[src/rtl/cla_pkg.sv]
`default_nettype none
// ============================================================================
// Package     : cla_pkg
// Description : Shared constants and the per-stage control record for the
//               pipelined carry-lookahead adder.
// Revision    : 1.0 - initial release
// ============================================================================
package cla_pkg;

  // Width of one lookahead slice; every pipeline stage adds one such nibble.
  localparam int NIBBLE_W = 4;

  // Largest supported slice count (operands up to 32 bits).
  localparam int MAX_NIBBLES = 8;

  // Control part of a pipeline stage. The operand/sum lanes travel alongside
  // in W-wide arrays in the top level, because their width follows the
  // NIBBLES parameter of each instance.
  typedef struct packed {
    logic valid;  // stage holds a live beat
    logic carry;  // carry out of the nibble this stage just added
    logic a_msb;  // operand A sign bit, kept for the overflow flag
    logic b_msb;  // operand B sign bit, kept for the overflow flag
  } stage_t;

endpackage : cla_pkg
`default_nettype wire

[src/rtl/cla_4bit.sv]
`default_nettype none
// ============================================================================
// Module      : cla_4bit
// Description : Purely combinational 4-bit carry-lookahead adder. All four
//               internal carries and the carry-out are two-level
//               generate/propagate expressions of the inputs.
// Revision    : 1.0 - initial release
// ============================================================================
module cla_4bit (
  input  logic [3:0] A,
  input  logic [3:0] B,
  input  logic       Cin,
  output logic [3:0] S,
  output logic       Cout
);

  logic [3:0] g;
  logic [3:0] p;
  logic [3:0] c;

  assign g = A & B;
  assign p = A ^ B;

  // Flattened lookahead: no carry depends on another computed carry.
  assign c[0] = Cin;
  assign c[1] = g[0] | (p[0] & Cin);
  assign c[2] = g[1] | (p[1] & g[0]) | (p[1] & p[0] & Cin);
  assign c[3] = g[2] | (p[2] & g[1]) | (p[2] & p[1] & g[0])
              | (p[2] & p[1] & p[0] & Cin);
  assign Cout = g[3] | (p[3] & g[2]) | (p[3] & p[2] & g[1])
              | (p[3] & p[2] & p[1] & g[0])
              | (p[3] & p[2] & p[1] & p[0] & Cin);

  assign S = p ^ c;

endmodule : cla_4bit
`default_nettype wire

[src/rtl/cla_pipe_adder.sv]
`default_nettype none
// ============================================================================
// Module      : cla_pipe_adder
// Description : Valid/ready pipelined adder, one 4-bit lookahead slice per
//               stage with the slice carry registered between stages.
//               NIBBLES may range over 1..8 (W = 4*NIBBLES).
// Revision    : 1.0 - initial release
// ============================================================================
module cla_pipe_adder
  import cla_pkg::*;
#(
  parameter int NIBBLES = 4
) (
  input  logic                          clk,
  input  logic                          rst_n,
  input  logic                          in_valid,
  output logic                          in_ready,
  input  logic [NIBBLE_W*NIBBLES-1:0]   a,
  input  logic [NIBBLE_W*NIBBLES-1:0]   b,
  input  logic                          cin,
  output logic                          out_valid,
  input  logic                          out_ready,
  output logic [NIBBLE_W*NIBBLES-1:0]   sum,
  output logic                          cout,
  output logic                          ovf
);

  localparam int W = NIBBLE_W * NIBBLES;

  logic   adv;

  stage_t         stage_q [NIBBLES];
  stage_t         stage_d [NIBBLES];
  logic [W-1:0]   arem_q  [NIBBLES];   // operand A, already-added nibbles shifted out
  logic [W-1:0]   arem_d  [NIBBLES];
  logic [W-1:0]   brem_q  [NIBBLES];
  logic [W-1:0]   brem_d  [NIBBLES];
  logic [W-1:0]   sacc_q  [NIBBLES];   // sum nibbles produced so far, in place
  logic [W-1:0]   sacc_d  [NIBBLES];

  // The whole pipe moves as one unit: it only stops when a finished result
  // is sitting at the output and the consumer refuses it. Bubbles advance too.
  assign adv      = !stage_q[NIBBLES-1].valid || out_ready;
  assign in_ready = adv;

  for (genvar k = 0; k < NIBBLES; k++) begin : g_stage
    logic [W-1:0] a_src;
    logic [W-1:0] b_src;
    logic [W-1:0] s_src;
    logic         c_src;
    logic         v_src;
    logic         am_src;
    logic         bm_src;
    logic [3:0]   s_nib;
    logic         c_out;

    if (k == 0) begin : g_first
      // First slice works directly on the incoming operands.
      assign a_src  = a;
      assign b_src  = b;
      assign s_src  = '0;
      assign c_src  = cin;
      assign v_src  = in_valid;
      assign am_src = a[W-1];
      assign bm_src = b[W-1];
    end else begin : g_next
      // Later slices consume what the previous stage registered.
      assign a_src  = arem_q[k-1];
      assign b_src  = brem_q[k-1];
      assign s_src  = sacc_q[k-1];
      assign c_src  = stage_q[k-1].carry;
      assign v_src  = stage_q[k-1].valid;
      assign am_src = stage_q[k-1].a_msb;
      assign bm_src = stage_q[k-1].b_msb;
    end

    // The lowest remaining nibble is always at [3:0] because each stage
    // shifts the consumed nibble out.
    cla_4bit u_cla (
      .A    (a_src[NIBBLE_W-1:0]),
      .B    (b_src[NIBBLE_W-1:0]),
      .Cin  (c_src),
      .S    (s_nib),
      .Cout (c_out)
    );

    assign arem_d[k]  = a_src >> NIBBLE_W;
    assign brem_d[k]  = b_src >> NIBBLE_W;
    assign sacc_d[k]  = s_src | (W'(s_nib) << (NIBBLE_W * k));
    assign stage_d[k] = '{valid: v_src, carry: c_out, a_msb: am_src, b_msb: bm_src};
  end

  // Stage registers: cleared on reset, loaded together whenever the pipe advances.
  always_ff @(posedge clk) begin
    if (!rst_n) begin
      for (int k = 0; k < NIBBLES; k++) begin
        stage_q[k] <= '0;
        arem_q[k]  <= '0;
        brem_q[k]  <= '0;
        sacc_q[k]  <= '0;
      end
    end else if (adv) begin
      for (int k = 0; k < NIBBLES; k++) begin
        stage_q[k] <= stage_d[k];
        arem_q[k]  <= arem_d[k];
        brem_q[k]  <= brem_d[k];
        sacc_q[k]  <= sacc_d[k];
      end
    end
  end

  // Outputs come straight from the last stage's registers; overflow is a
  // function of those registers only, so it is 0 after reset and frozen
  // during a stall like the rest of the result.
  assign out_valid = stage_q[NIBBLES-1].valid;
  assign sum       = sacc_q[NIBBLES-1];
  assign cout      = stage_q[NIBBLES-1].carry;
  assign ovf       = (stage_q[NIBBLES-1].a_msb == stage_q[NIBBLES-1].b_msb) &&
                     (sacc_q[NIBBLES-1][W-1] != stage_q[NIBBLES-1].a_msb);

endmodule : cla_pipe_adder
`default_nettype wire

[config.mk]
export PLATFORM = sky130hd
export DESIGN_NAME = cla_pipe_adder
export DESIGN_NICKNAME = d
export VERILOG_FILES = /design/src/rtl/cla_pkg.sv /design/src/rtl/cla_4bit.sv /design/src/rtl/cla_pipe_adder.sv
export SDC_FILE = /design/constraint.sdc
export NUM_CORES = 1
export LEC_CHECK = 0
export BUFFER_PORTS_ARGS = -buffer_cell sky130_fd_sc_hd__buf_2
export CELL_PAD_IN_SITES_DETAIL_PLACEMENT = 2
export CELL_PAD_IN_SITES_GLOBAL_PLACEMENT = 2
export CORE_MARGIN = 2
export CORE_UTILIZATION = 46
export CTS_BUF_LIST = sky130_fd_sc_hd__clkbuf_4 sky130_fd_sc_hd__clkbuf_8
export DETAILED_ROUTE_END_ITERATION = 8
export GPL_ROUTABILITY_DRIVEN = 0
export PLACE_DENSITY = 0.89
export SLEW_MARGIN = 15
export SYNTH_ARGS = -nofsm -noshare
export SYNTH_HDL_FRONTEND = slang
export SYNTH_SLANG_ARGS = --single-unit
[constraint.sdc]
create_clock -name clk -period 9.7 [get_ports clk]
set_input_delay 0 -clock clk [delete_from_list [all_inputs] [get_ports clk]]
set_output_delay 0 -clock clk [all_outputs]
set_load 0.02 [all_outputs]
# Word-level counts from Yosys, hierarchy flattened
# Memories as Yosys holds them, arrays and structs flattened.
# Index checks and enable logic that the tools add are counted.
[word_totals] mem_bits_rw=176 output_inout_bits=20 in_bits=37 memories=4 regBits=0 elab_cells=164
[op_classes] muxes=20 eq_ne=2 reduce_logical=3 n_bitwise=135
[memory_table] name="sacc_q" words=4 word_bits=16 rd=4 rd_clocked_by_memory_dff=0 wr=4 line_no="cla_pipe_adder.sv:38" text="logic [W-1:0] sacc_q [NIBBLES];"
[memory_table] name="arem_q" words=4 word_bits=12 rd=3 rd_clocked_by_memory_dff=0 wr=4 line_no="cla_pipe_adder.sv:34" text="logic [W-1:0] arem_q [NIBBLES];"
[memory_table] name="brem_q" words=4 word_bits=12 rd=3 rd_clocked_by_memory_dff=0 wr=4 line_no="cla_pipe_adder.sv:36" text="logic [W-1:0] brem_q [NIBBLES];"
[memory_table] name="stage_q" words=4 word_bits=4 rd=4 rd_clocked_by_memory_dff=0 wr=4 line_no="cla_pipe_adder.sv:32" text="stage_t stage_q [NIBBLES];"
[op_table] cell="12-bit two-way mux" n=8
[op_table] cell="1-bit AND" n=64
[op_table] cell="16-bit two-way mux" n=4
[op_table] cell="1-bit OR" n=56
[op_table] cell="4-bit bitwise XOR" n=8
[op_table] cell="4-bit AND" n=4
[op_table] cell="4-bit two-way mux" n=4
[op_table] cell="16-bit by 12-bit OR with 16-bit output" n=1
[op_table] cell="16-bit OR" n=1
[op_table] cell="16-bit by 8-bit OR with 16-bit output" n=1
[op_table] cell="1-bit two-way mux" n=4
[op_table] cell="1-bit == test" n=1
[op_table] cell="1-bit logical AND" n=1
[op_table] cell="1-bit logical NOT" n=1
[op_table] cell="1-bit logical OR" n=1
[op_table] cell="1-bit != test" n=1

# Depth between registers and ports, before layout
# Gate-level depths: netlist of run 1.
# An unclocked memory read counts as a cell.
[logic_depth] word_depth=9 ltp_mapped=6 ltp_nobuf=4

# Cells and area by module
# A second synthesis of run 1 with hierarchy kept.
[hier_totals] hier_cells=288 area_unflattened_um2=4608.2
[modules_own_cells] mod="cla_pipe_adder" area_per_inst_um2=4032.6 instances=1 cells_each=224 seq_area_each_um2=2942.8
[modules_own_cells] mod="cla_4bit at g_stage[0].u_cla ..." area_per_inst_um2=147.6 instances=3 cells_each=17 seq_area_each_um2=0.0
[modules_own_cells] mod="cla_4bit at g_stage[3].u_cla" area_per_inst_um2=132.6 instances=1 cells_each=13 seq_area_each_um2=0.0

# Worst setup path after synthesis of run 1
# No wires, ideal clock.
[synth_timing] path_type="register to register" start="memory stage_q[3][3] (netlist bit)" end="memory arem_q[0][0] (netlist bit) (enable)" setup_ns=1.153 period_less_slack_ns=3.901 stages_incl_launch_ff=2 required_time_ns=8.547 setup_slack_ns=5.799 arrival_time_ns=2.748 n_path_buf=0 path_cell_list="edfxtp_1 nand3b_1"
[synth_rtl] item="from (decl)" line_no="cla_pipe_adder.sv:32"
[synth_rtl] item="to (decl)" line_no="cla_pipe_adder.sv:34"

==> impl_metrics.csv, run 1 <==
group,metric,value,unit
pwr,ir_drop,0.00009306,V
sta,layout_setup_ws,7.117,ns
global_route,antenna_found_initial,0,
worst_setup_path,r2r_slack,7.12,ns
global_route,grt.total_usage,0.2057,
run,max_cap_violations,0,
final_layout,nNetsFinal,423,
worst_setup_path,worstSetupPathType,"flop to flop",
detailed_routing,via_per_inst,5.419,
cts,cts_sinks,98,
worst_setup_path,endpoint,"sacc_q[3][14]$_SDFFCE_PN0P_",
pwr,power.density,167.2,nW/um^2
final_layout,finalCoreUtilization,0.5517,
worst_setup_path,cp_max_fo,77,
global_route,grt_pass1_vias,2907,
worst_setup_path,path_buf_inv,1,
detailed_routing,drt.antenna.violating_nets,0,
detailed_routing,routedWlPerCell,20.39,um
sta,final_hold_viol_count,0,
cts,cts_buffer_depth,2,
cts,hold_buffers,25,
detailed_routing,drtIter0Drc,127,
floorplan,core.rowCount,35,
worst_setup_path,slowest_delay,0.91,ns
synth,synthDistinctLibCells,28,
synth,syn-num-nets,350,
synth,ys_ff_latch,98,
sta,setup-violations-final,0,
worst_setup_path,cp-startpoint,"stage_q[3][3]$_SDFFCE_PN0P_",
synth,avgSynthCellArea,14.81,um^2
floorplan,core,9196,um^2
synth,netlist_instances,293,
synth,synth_warnings,0,
detailed_routing,firstDrtPassIters,4,
sta,finClkSkew,0.01094,ns
sta,layout_min_cycle_time,2.583,ns
worst_setup_path,rr_startpoint,"stage_q[3][3]$_SDFFCE_PN0P_",
synth,yosysSeqAreaShare,0.6782,
worst_setup_path,worstPathRequired,9.68,ns
worst_setup_path,crit_chain,"nand3b_1, buf_4",
worst_setup_path,path_delay_family,"buffers and inverters",
cts,insertion_delay,0.36,ns
floorplan,start_util,0.4718,
pwr,p_sw,194.7,uW
cts,numCtsBuffers,9,
placed_design,numPortBuffers,56,
cts,htree_levels,3,
final_layout,drive_above_1_share,0.2102,
detailed_routing,drcViolationCount,0,
sta,fmax,0.3872,GHz
placed_design,place_worst_setup_slack,7.003,ns
floorplan,die_w,101.1,um
floorplan,die_h,101.1,um
pwr,clock_power_share,0.313,
worst_hold_path,hold_depth,3,
global_route,grt_max_degree,90,
worst_setup_path,rr_endpoint,"sacc_q[3][14]$_SDFFCE_PN0P_",
worst_setup_path,worstSetupStartpointType,"flop",
final_layout,area_growth,16.93,%
cts,ctsResizeCount,0,
pwr,internal-power,653.7,uW
pwr,p_comb_frac,0.094,
sta,max_slew_margin,0.3246,
global_route,grt_pass1_wl,15580,um
cts,path_clk_slew,0.10,ns
sta,fin_tns_setup,0,ns
cts,cts_tree,"done",
final_layout,layout_common_cells,"edfxtp_1, and3_1, buf_2, dlygate4sd3_1, ha_1",
sta,fin_crit_sh,0.2662,
sta,rsz0062_at_grt,"no",
final_layout,mostFrequentLayoutCell,"edfxtp_1",
worst_hold_path,hold_class,"input pin to flop",
cts,cts_root_buf,"clkbuf_8",
worst_setup_path,cp_num_cells,2,
floorplan,dieArea,10230,um^2
run_status,status,"finished, final reports clean",
floorplan,ioPinCount,57,
worst_setup_path,setup.worst_path.end_class,"flop",
synth,synth_top_area_cell,"edfxtp_1",
pwr,switching_share,0.2295,
synth,yosysTopAreaCellShare,0.6782,
final_layout,diodes,0,
pwr,leakagePower,2.489,nW
worst_setup_path,worstPathArrival,2.57,ns
detailed_routing,vias,2612,
detailed_routing,wl,9828,um
sta,worst-slew-pin-transition,1.010,ns
worst_setup_path,ff2ff_path_depth,2,
synth,synth_area,4339,um^2
global_route,grt_overflow,0,
sta,slew_violations,0,
cts,postCtsSetupBuffers,0,
synth,ys_top_cells_by_area,"edfxtp_1, and3_1, ha_1",
final_layout,fillers,816,
worst_setup_path,slowest_stage,"buf_4",
placed_design,dp_hpwl,5884,um
pwr,seqPwrFrac,0.593,
==> through the flow <==
| stage | instance area, um^2 | std cells | power [mW] | hold slack [ns] |
|---|---|---|---|---|
| 5_1_grt | 5074 | 482 | 0.8836 | 0.07109 |
| 2_1_floorplan | 4339 | 293 | 0.5569 | 0.2295 |
| 4_1_cts | 5074 | 482 | 0.8578 | 0.04506 |
| 3_5_place_dp | 4628 | 441 | 0.5847 | 0.3163 |
| 6_report | 5074 | 482 | 0.8484 | 0.05987 |
| 3_3_place_gp | 4628 | 441 | 0.5741 | 0.3066 |
==> flip-flops by register name (all words and copies together) (netlist names) <==
| register | count |
|---|---|
| arem_q | 21 |
| brem_q | 21 |
| sacc_q | 40 |
| stage_q | 16 |
==> cell usage after synthesis <==
cell / number
nand2_2: 1
a21oi_1: 3
and2_1: 1
buf_12: 2
buf_6: 4
fa_1: 4
a21o_1: 4
inv_1: 12
mux2i_1: 4
o21a_1: 3
ha_1: 16
o2bb2ai_1: 4
a211oi_1: 2
o21ba_2: 1
nand3b_2: 1
nand3_1: 4
o21ai_0: 2
clkbuf_1: 14
xor2_1: 4
nand2b_4: 1
nand3b_1: 4
nand2_1: 5
and3_1: 81
buf_4: 1
nor3_2: 1
nor2_1: 10
edfxtp_1: 98
a211o_1: 6
==> per-layer routing <==
| layer | track usage | up-vias | share of wire |
|---|---|---|---|
| li1 | - | 1248 | - |
| met1 | 0.2482 | 1312 | 0.42 |
| met2 | 0.3780 | 45 | 0.55 |
| met3 | 0.02635 | 7 | 0.018 |
| met4 | 0.07173 | 0 | 0.011 |
| met5 | 0 | - | 0 |
==> power by group through the flow <==
stage | Clock, mW | Combinational, mW | Sequential (mW)
2_1_floorplan | 0 | 0.0432 | 0.514
3_3_place_gp | 0 | 0.0647 | 0.509
3_5_place_dp | 0 | 0.0718 | 0.513
4_1_cts | 0.273 | 0.0808 | 0.504
5_1_grt | 0.288 | 0.0896 | 0.506
6_report | 0.265 | 0.0801 | 0.503
==> worst min path at each step <==
| stage | from | end |
|---|---|---|
| finish | b[3] | stage_q[0][2]$_SDFFCE_PN0P_ |
| global route | a[3] | stage_q[0][2]$_SDFFCE_PN0P_ |
| CTS | b[3] | stage_q[0][2]$_SDFFCE_PN0P_ |
| detailed placement | a[5] | arem_q[0][1]$_SDFFCE_PN0P_ |
| global placement | b[13] | brem_q[0][9]$_SDFFCE_PN0P_ |
| floorplan | a[4] | arem_q[0][0]$_SDFFCE_PN0P_ |
==> cell families after synthesis <==
kind of cell             Yosys count  synth area share
buffers and inverters             33           0.04383
AND/OR/NAND/NOR                  109            0.1523
adder cells (fa/ha/maj)           20           0.06459
AO/OA/AOI/OAI                     25           0.04383
XOR/XNOR                           4          0.008073
multiplexers                       4          0.009228
flip-flops                        98            0.6782
==> worst register-to-register path, stage by stage (launching register included) <==
cell	delay, ns
edfxtp_1	0.47
nand3b_1	0.79
buf_4	0.91
==> final cells by class <==
cell class,instances,area [um^2],share of cell area
Multi-Input combinational cell,162,1206,0.2377
Sequential cell,98,2943,0.5800
Timing Repair Buffer,83,545.5,0.1075
Clock inverter,6,63.81,0.01258
Inverter,12,45.04,0.008878
Clock buffer,10,131.4,0.02589
Tap cell,111,138.9,0.02737
Note: power is estimated with default switching activity, not from simulation.
==> run 2: changes to the inputs <==
CORE_UTILIZATION = 38   (was 46)
PLACE_DENSITY = 0.79   (was 0.89)
clock period = 2.1 ns   (was 9.7 ns; I/O delays follow)
==> run 2 against run 1 <==
Core utilization is 9.5 points lower; non-clock buffer count is 2 higher; clock skew is 0.0022 ns lower; worst setup slack worse by 6.7 ns; sequential cell count stayed put; count of clock-buffer cells in the layout is 1 lower.
==> impl_metrics.csv, run 2 (synthesis results as in run 1) <==
group,metric,value,unit
placed_design,numPortBuffers,56,
global_route,grt.total_usage,0.1523,
cts,path_clk_slew,0.09,ns
placed_design,dp_cells,475,
sta,slew_violations,0,
pwr,power,3.851,mW
worst_setup_path,path_delay_family,"compound AO/OA/AOI/OAI gates",
cts,cts_tree,"done",
cts,cts_root_buf,"clkbuf_8",
worst_setup_path,crit_chain,"ha_1, a211o_1, a21oi_1, mux2i_1",
floorplan,ioPinCount,57,
run,max_cap_violations,0,
cts,htree_levels,3,
worst_setup_path,worstSetupPathType,"flop to flop",
cts,postCtsSetupBuffers,0,
final_layout,reg.largest.list,"sacc_q (40), arem_q (21), brem_q (21)",
floorplan,core.rowCount,39,
global_route,grt_pass1_vias,2851,
pwr,leakagePower,2.504,nW
sta,fin_crit_sh,0.8045,
pwr,ir_drop,0.0003991,V
detailed_routing,drtIter0Drc,86,
detailed_routing,drcViolationCount,0,
worst_setup_path,setup.worst_path.end_class,"flop",
floorplan,core,11270,um^2
detailed_routing,wl,8810,um
worst_setup_path,worstSetupStartpointType,"flop",
detailed_routing,drt-met1-wl,3619,um
global_route,antenna_found_initial,0,
run_status,status,"finished, final reports clean",
final_layout,layout_common_cells,"edfxtp_1, and3_1, buf_2, dlygate4sd3_1, ha_1",
cts,cts_buffer_depth,2,
final_layout,drive_above_1_share,0.2118,
placed_design,dp_hpwl,5341,um
final_layout,largest_reg_flops,40,
worst_hold_path,hold_class,"input pin to flop",
worst_setup_path,path_buf_inv,0,
global_route,grt_pass1_wl,14590,um
floorplan,start_util,0.3849,
sta,worst-slew-pin-transition,0.5252,ns
detailed_routing,dr_wl_met2,4768,um
floorplan,dieArea,12290,um^2
sta,max_slew_margin,0.6499,
global_route,grt_overflow,0,
final_layout,top_register,"sacc_q",
detailed_routing,routedWlPerCell,17.07,um
pwr,power.density,748.8,nW/um^2
sta,layout_setup_ws,0.4105,ns
floorplan,die_w,110.9,um
cts,insertion_delay,0.37,ns
sta,fmax,0.5919,GHz
sta,rsz0062_at_grt,"no",
sta,final_hold_viol_count,0,
sta,finClkSkew,0.008777,ns
detailed_routing,via_per_inst,5.052,
final_layout,mostFrequentLayoutCell,"edfxtp_1",
final_layout,diodes,0,
floorplan,die_h,110.9,um
worst_setup_path,worstPathRequired,2.31,ns
detailed_routing,drt.antenna.violating_nets,0,
sta,setup-violations-final,0,
detailed_routing,top_layer,"met4",
detailed_routing,wl_met3,327,um
detailed_routing,firstDrtPassIters,4,
cts,numCtsBuffers,9,
final_layout,area_growth,18.51,%
detailed_routing,vias,2607,
final_layout,nNetsFinal,425,
worst_setup_path,worstPathArrival,1.90,ns
sta,layout_min_cycle_time,1.689,ns
worst_setup_path,cp_max_fo,2,
placed_design,place_worst_setup_slack,0.4444,ns
worst_setup_path,slowest_stage,"edfxtp_1",
cts,cts_sinks,98,
global_route,grt_max_degree,99,
final_layout,final_cells,516,
worst_setup_path,slowest_delay,0.43,ns
run 2: final timing paths:
| kind | start | to | slack (ns) | depth (start not counted) |
|---|---|---|---|---|
| setup reg to reg | brem_q[0][24]$_SDFFCE_PN0P_ | sacc_q[3][15]$_SDFFCE_PN0P_ | 0.41 | 4 |
| hold reg to reg | arem_q[0][7]$_SDFFCE_PN0P_ | arem_q[0][15]$_SDFFCE_PN0P_ | 0.55 | 1 |
| hold / removal | b[3] | stage_q[0][2]$_SDFFCE_PN0P_ | 0.1 | 3 |
| setup / recovery | brem_q[0][24]$_SDFFCE_PN0P_ | sacc_q[3][15]$_SDFFCE_PN0P_ | 0.41 | 4 |
run 2: area by class of cell:
type                            count  area, um^2
Clock buffer                        9       123.9
Clock inverter                      7       60.06
Fill cell                        1095        6130
Inverter                           12       45.04
Multi-Input combinational cell    162        1206
Sequential cell                    98        2943
Tap cell                          143       178.9
Timing Repair Buffer               85       585.6
run 2: what timing repair did:
item / 4_1_cts / 5_1_grt
hold endpoints to repair: 25 / 0
gates resized for setup: 0 / 0
hold buffers: 25 / 0
run 2: worst reg2reg max path: cells and delay by family (launching register included):
kind	cells	cell delay (ns)
AO/OA/AOI/OAI	2	0.56
adder cells (fa/ha/maj)	1	0.32
flip-flops	1	0.43
multiplexers	1	0.23
run 2: metal layers:
layer  vias to the layer above  track usage
met3                         9      0.04647
li1                       1249            -
met1                      1298       0.1731
met2                        51       0.2781
met4                         0      0.04000
met5                         -            0
run 2: where the power goes:
| group | total (mW) | switching (mW) | internal [mW] |
|---|---|---|---|
| logic | 0.364 | 0.187 | 0.177 |
| registers | 2.32 | 0.0392 | 2.28 |
| clock network | 1.17 | 0.634 | 0.536 |
run 2: per-stage QoR:
step	utilization	area [um^2]	TNS, ns	hold slack, ns
2_1_floorplan	-	4339	-175.58	0.2295
3_3_place_gp	0.4177	4708	0	0.3101
3_5_place_dp	0.4177	4708	0	0.3161
4_1_cts	0.4562	5142	0	0.08333
5_1_grt	0.4562	5142	0	0.1218
6_report	0.4562	5142	0	0.09994
==> run 3: changes to the inputs <==
clock period = 1.5 ns   (was 2.1 ns; I/O delays follow)
==> run 3 against run 2 <==
The run now ends with negative setup slack left; cell count grew 2.9%; count of clock-buffer cells in the layout is the same; core utilization grew 2.3 points; sequential power grew 40%; fmax grew 3.7%; largest cell class unchanged; largest power group unchanged.
==> impl_metrics.csv, run 3 (synthesis results as in run 1) <==
group,metric,value,unit
run_status,status,"finished with violations",
run_status,violations,"negative setup slack",
worst_hold_path,holdPathEnd,"stage_q[0][2]$_SDFFCE_PN0P_",
sta,slew_violations,0,
final_layout,final_cells,531,
placed_design,dp_cells,481,
worst_setup_path,crit_chain,"ha_4, a211o_1, a21oi_2, buf_4, o2bb2ai_2",
final_layout,largest_reg_flops,40,
pwr,ir_drop,0.0004241,V
cts,htree_levels,3,
final_layout,top_register,"sacc_q",
cts,insertion_delay,0.37,ns
cts,cts_sinks,98,
detailed_routing,drt.antenna.violating_nets,0,
sta,fin_tns_setup,-0.4292,ns
cts,cts_tree,"done",
placed_design,numPortBuffers,56,
final_layout,reg.largest.list,"sacc_q (40), arem_q (21), brem_q (21)",
worst_setup_path,worstSetupStartpointType,"flop",
final_layout,mostFrequentLayoutCell,"edfxtp_1",
pwr,switching_share,0.2315,
final_layout,nNetsFinal,441,
floorplan,ioPinCount,57,
worst_setup_path,worstPathRequired,1.63,ns
pwr,leakagePower,2.603,nW
sta,worst-slew-pin-transition,0.3094,ns
sta,layout_min_cycle_time,1.630,ns
global_route,antenna_found_initial,0,
sta,setup-violations-final,7,
detailed_routing,vias,2731,
worst_setup_path,cp_max_fo,2,
worst_setup_path,slowest_delay,0.49,ns
run,max_cap_violations,0,
placed_design,dp_hpwl,5956,um
pwr,p_comb_frac,0.105,
pwr,internal-power,4.226,mW
cts,cts_root_buf,"clkbuf_8",
worst_setup_path,setup.worst_path.end_class,"flop",
final_layout,fillers,1097,
sta,final_hold_viol_count,0,
detailed_routing,routedWlPerCell,18.79,um
floorplan,dieArea,12290,um^2
worst_setup_path,worstPathArrival,1.76,ns
sta,finClkSkew,0.01142,ns
cts,numCtsBuffers,9,
worst_setup_path,slowest_stage,"edfxtp_1",
detailed_routing,firstDrtPassIters,4,
worst_setup_path,r2r_slack,-0.13,ns
sta,fin_crit_sh,1.086,
worst_setup_path,ff2ff_path_depth,5,
worst_setup_path,rr_startpoint,"arem_q[0][0]$_SDFFCE_PN0P_",
floorplan,core,11270,um^2
worst_setup_path,worstSetupPathType,"flop to flop",
global_route,grt_pass1_vias,2986,
floorplan,start_util,0.3849,
worst_hold_path,hold_class,"input pin to flop",
sta,fmax,0.6136,GHz
cts,path_clk_slew,0.10,ns
floorplan,die_w,110.9,um
pwr,power.density,1018,nW/um^2
detailed_routing,drtIter0Drc,108,
pwr,seqPwrFrac,0.592,
final_layout,drive_above_1_share,0.2732,
worst_hold_path,hold_depth,3,
final_layout,area_growth,24.57,%
detailed_routing,via_per_inst,5.143,
detailed_routing,wl,9979,um
global_route,grt_max_degree,89,
final_layout,diodes,0,
worst_setup_path,rr_endpoint,"stage_q[1][2]$_SDFFCE_PN0P_",
detailed_routing,drcViolationCount,0,
sta,max_slew_margin,0.7924,
final_layout,layout_common_cells,"edfxtp_1, and3_1, buf_2, dlygate4sd3_1, buf_4",
cts,cts_buffer_depth,2,
pwr,clock_power_share,0.303,
global_route,grt_pass1_wl,15660,um
worst_hold_path,hold_start,"b[3]",
floorplan,core.rowCount,39,
sta,rsz0062_at_grt,"yes",
floorplan,die_h,110.9,um
sta,layout_setup_ws,-0.1297,ns
global_route,grt.total_usage,0.1639,
global_route,grt_overflow,0,
pwr,p_sw,1.273,mW
run 3: cell types whose count changed in the layout (fill, tap and decap cells not counted), moves of 2 or more:
cell	before	now
a21oi_2	0	2
o2bb2ai_1	4	2
a211oi_1	2	0
a21oi_1	3	1
o2bb2ai_2	0	2
buf_4	2	13
ha_4	0	4
ha_1	16	12
buf_12	2	5
run 3: area by class of cell:
| class | instances | area, um^2 | area share |
|---|---|---|---|
| inverter | 12 | 45.04 | 0.008333 |
| clock inverter | 6 | 58.81 | 0.01088 |
| tap | 143 | 178.9 | 0.03310 |
| clock buffer | 9 | 123.9 | 0.02292 |
| multi-input combinational | 162 | 1301 | 0.2407 |
| timing repair buffer | 101 | 754.5 | 0.1396 |
| sequential | 98 | 2943 | 0.5444 |
run 3: worst max path at each step:
stage	slack, ns	cells after the start	from	to
CTS	-0.06	4	brem_q[0][12]$_SDFFCE_PN0P_	sacc_q[2][11]$_SDFFCE_PN0P_
global route	-0.15	5	arem_q[0][0]$_SDFFCE_PN0P_	stage_q[1][2]$_SDFFCE_PN0P_
finish	-0.13	5	arem_q[0][0]$_SDFFCE_PN0P_	stage_q[1][2]$_SDFFCE_PN0P_
floorplan	-2.39	1	stage_q[3][3]$_SDFFCE_PN0P_	arem_q[0][0]$_SDFFCE_PN0P_
detailed placement	-0.17	4	arem_q[0][12]$_SDFFCE_PN0P_	sacc_q[2][11]$_SDFFCE_PN0P_
global placement	-0.02	4	brem_q[0][24]$_SDFFCE_PN0P_	sacc_q[3][15]$_SDFFCE_PN0P_
run 3: power by group through the flow:
stage                     combinational [mW]  clock [mW]  sequential, mW
after floorplan                        0.281           0            3.32
after global placement                 0.443           0            3.30
after detailed placement               0.477           0            3.31
after CTS                              0.549        1.70            3.25
after global routing                   0.638        1.81            3.27
final                                  0.578        1.67            3.25
run 3: what timing repair did:
action	4_1_cts	5_1_grt
hold buffers	25	0
endpoints found under the setup margin	10	102
gates cloned	0	0
setup buffers	4	6
pin swaps	14	10
gates resized for setup	6	9
endpoints found under the hold margin	25	0
run 3: worst max-delay path, delay by kind of cell (launching register included):
kind,cells,cell delay [ns]
flip-flops,1,0.49
buffers and inverters,1,0.13
AO/OA/AOI/OAI,3,0.50
adder cells (fa/ha/maj),1,0.26
run 3: per-layer routing:
layer / track usage / vias up / share of wire
li1: - / 1283 / -
met2: 0.3108 / 47 / 0.55
met4: 0.06000 / 0 / 0.018
met5: 0 / - / 0
met1: 0.1861 / 1388 / 0.41
met3: 0.02351 / 13 / 0.021
run 3: through the flow:
step | hold slack, ns | utilization | instance area, um^2 | power (mW) | setup slack (ns)
final | 0.1154 | 0.4795 | 5405 | 5.500 | -0.1297
after CTS | 0.09308 | 0.4691 | 5288 | 5.502 | -0.05567
after global placement | 0.3072 | 0.4246 | 4786 | 3.738 | -0.01506
after detailed placement | 0.3135 | 0.4246 | 4786 | 3.790 | -0.1679
after global routing | 0.1345 | 0.4795 | 5405 | 5.719 | -0.1484
after floorplan | 0.2295 | - | 4347 | 3.603 | -2.392
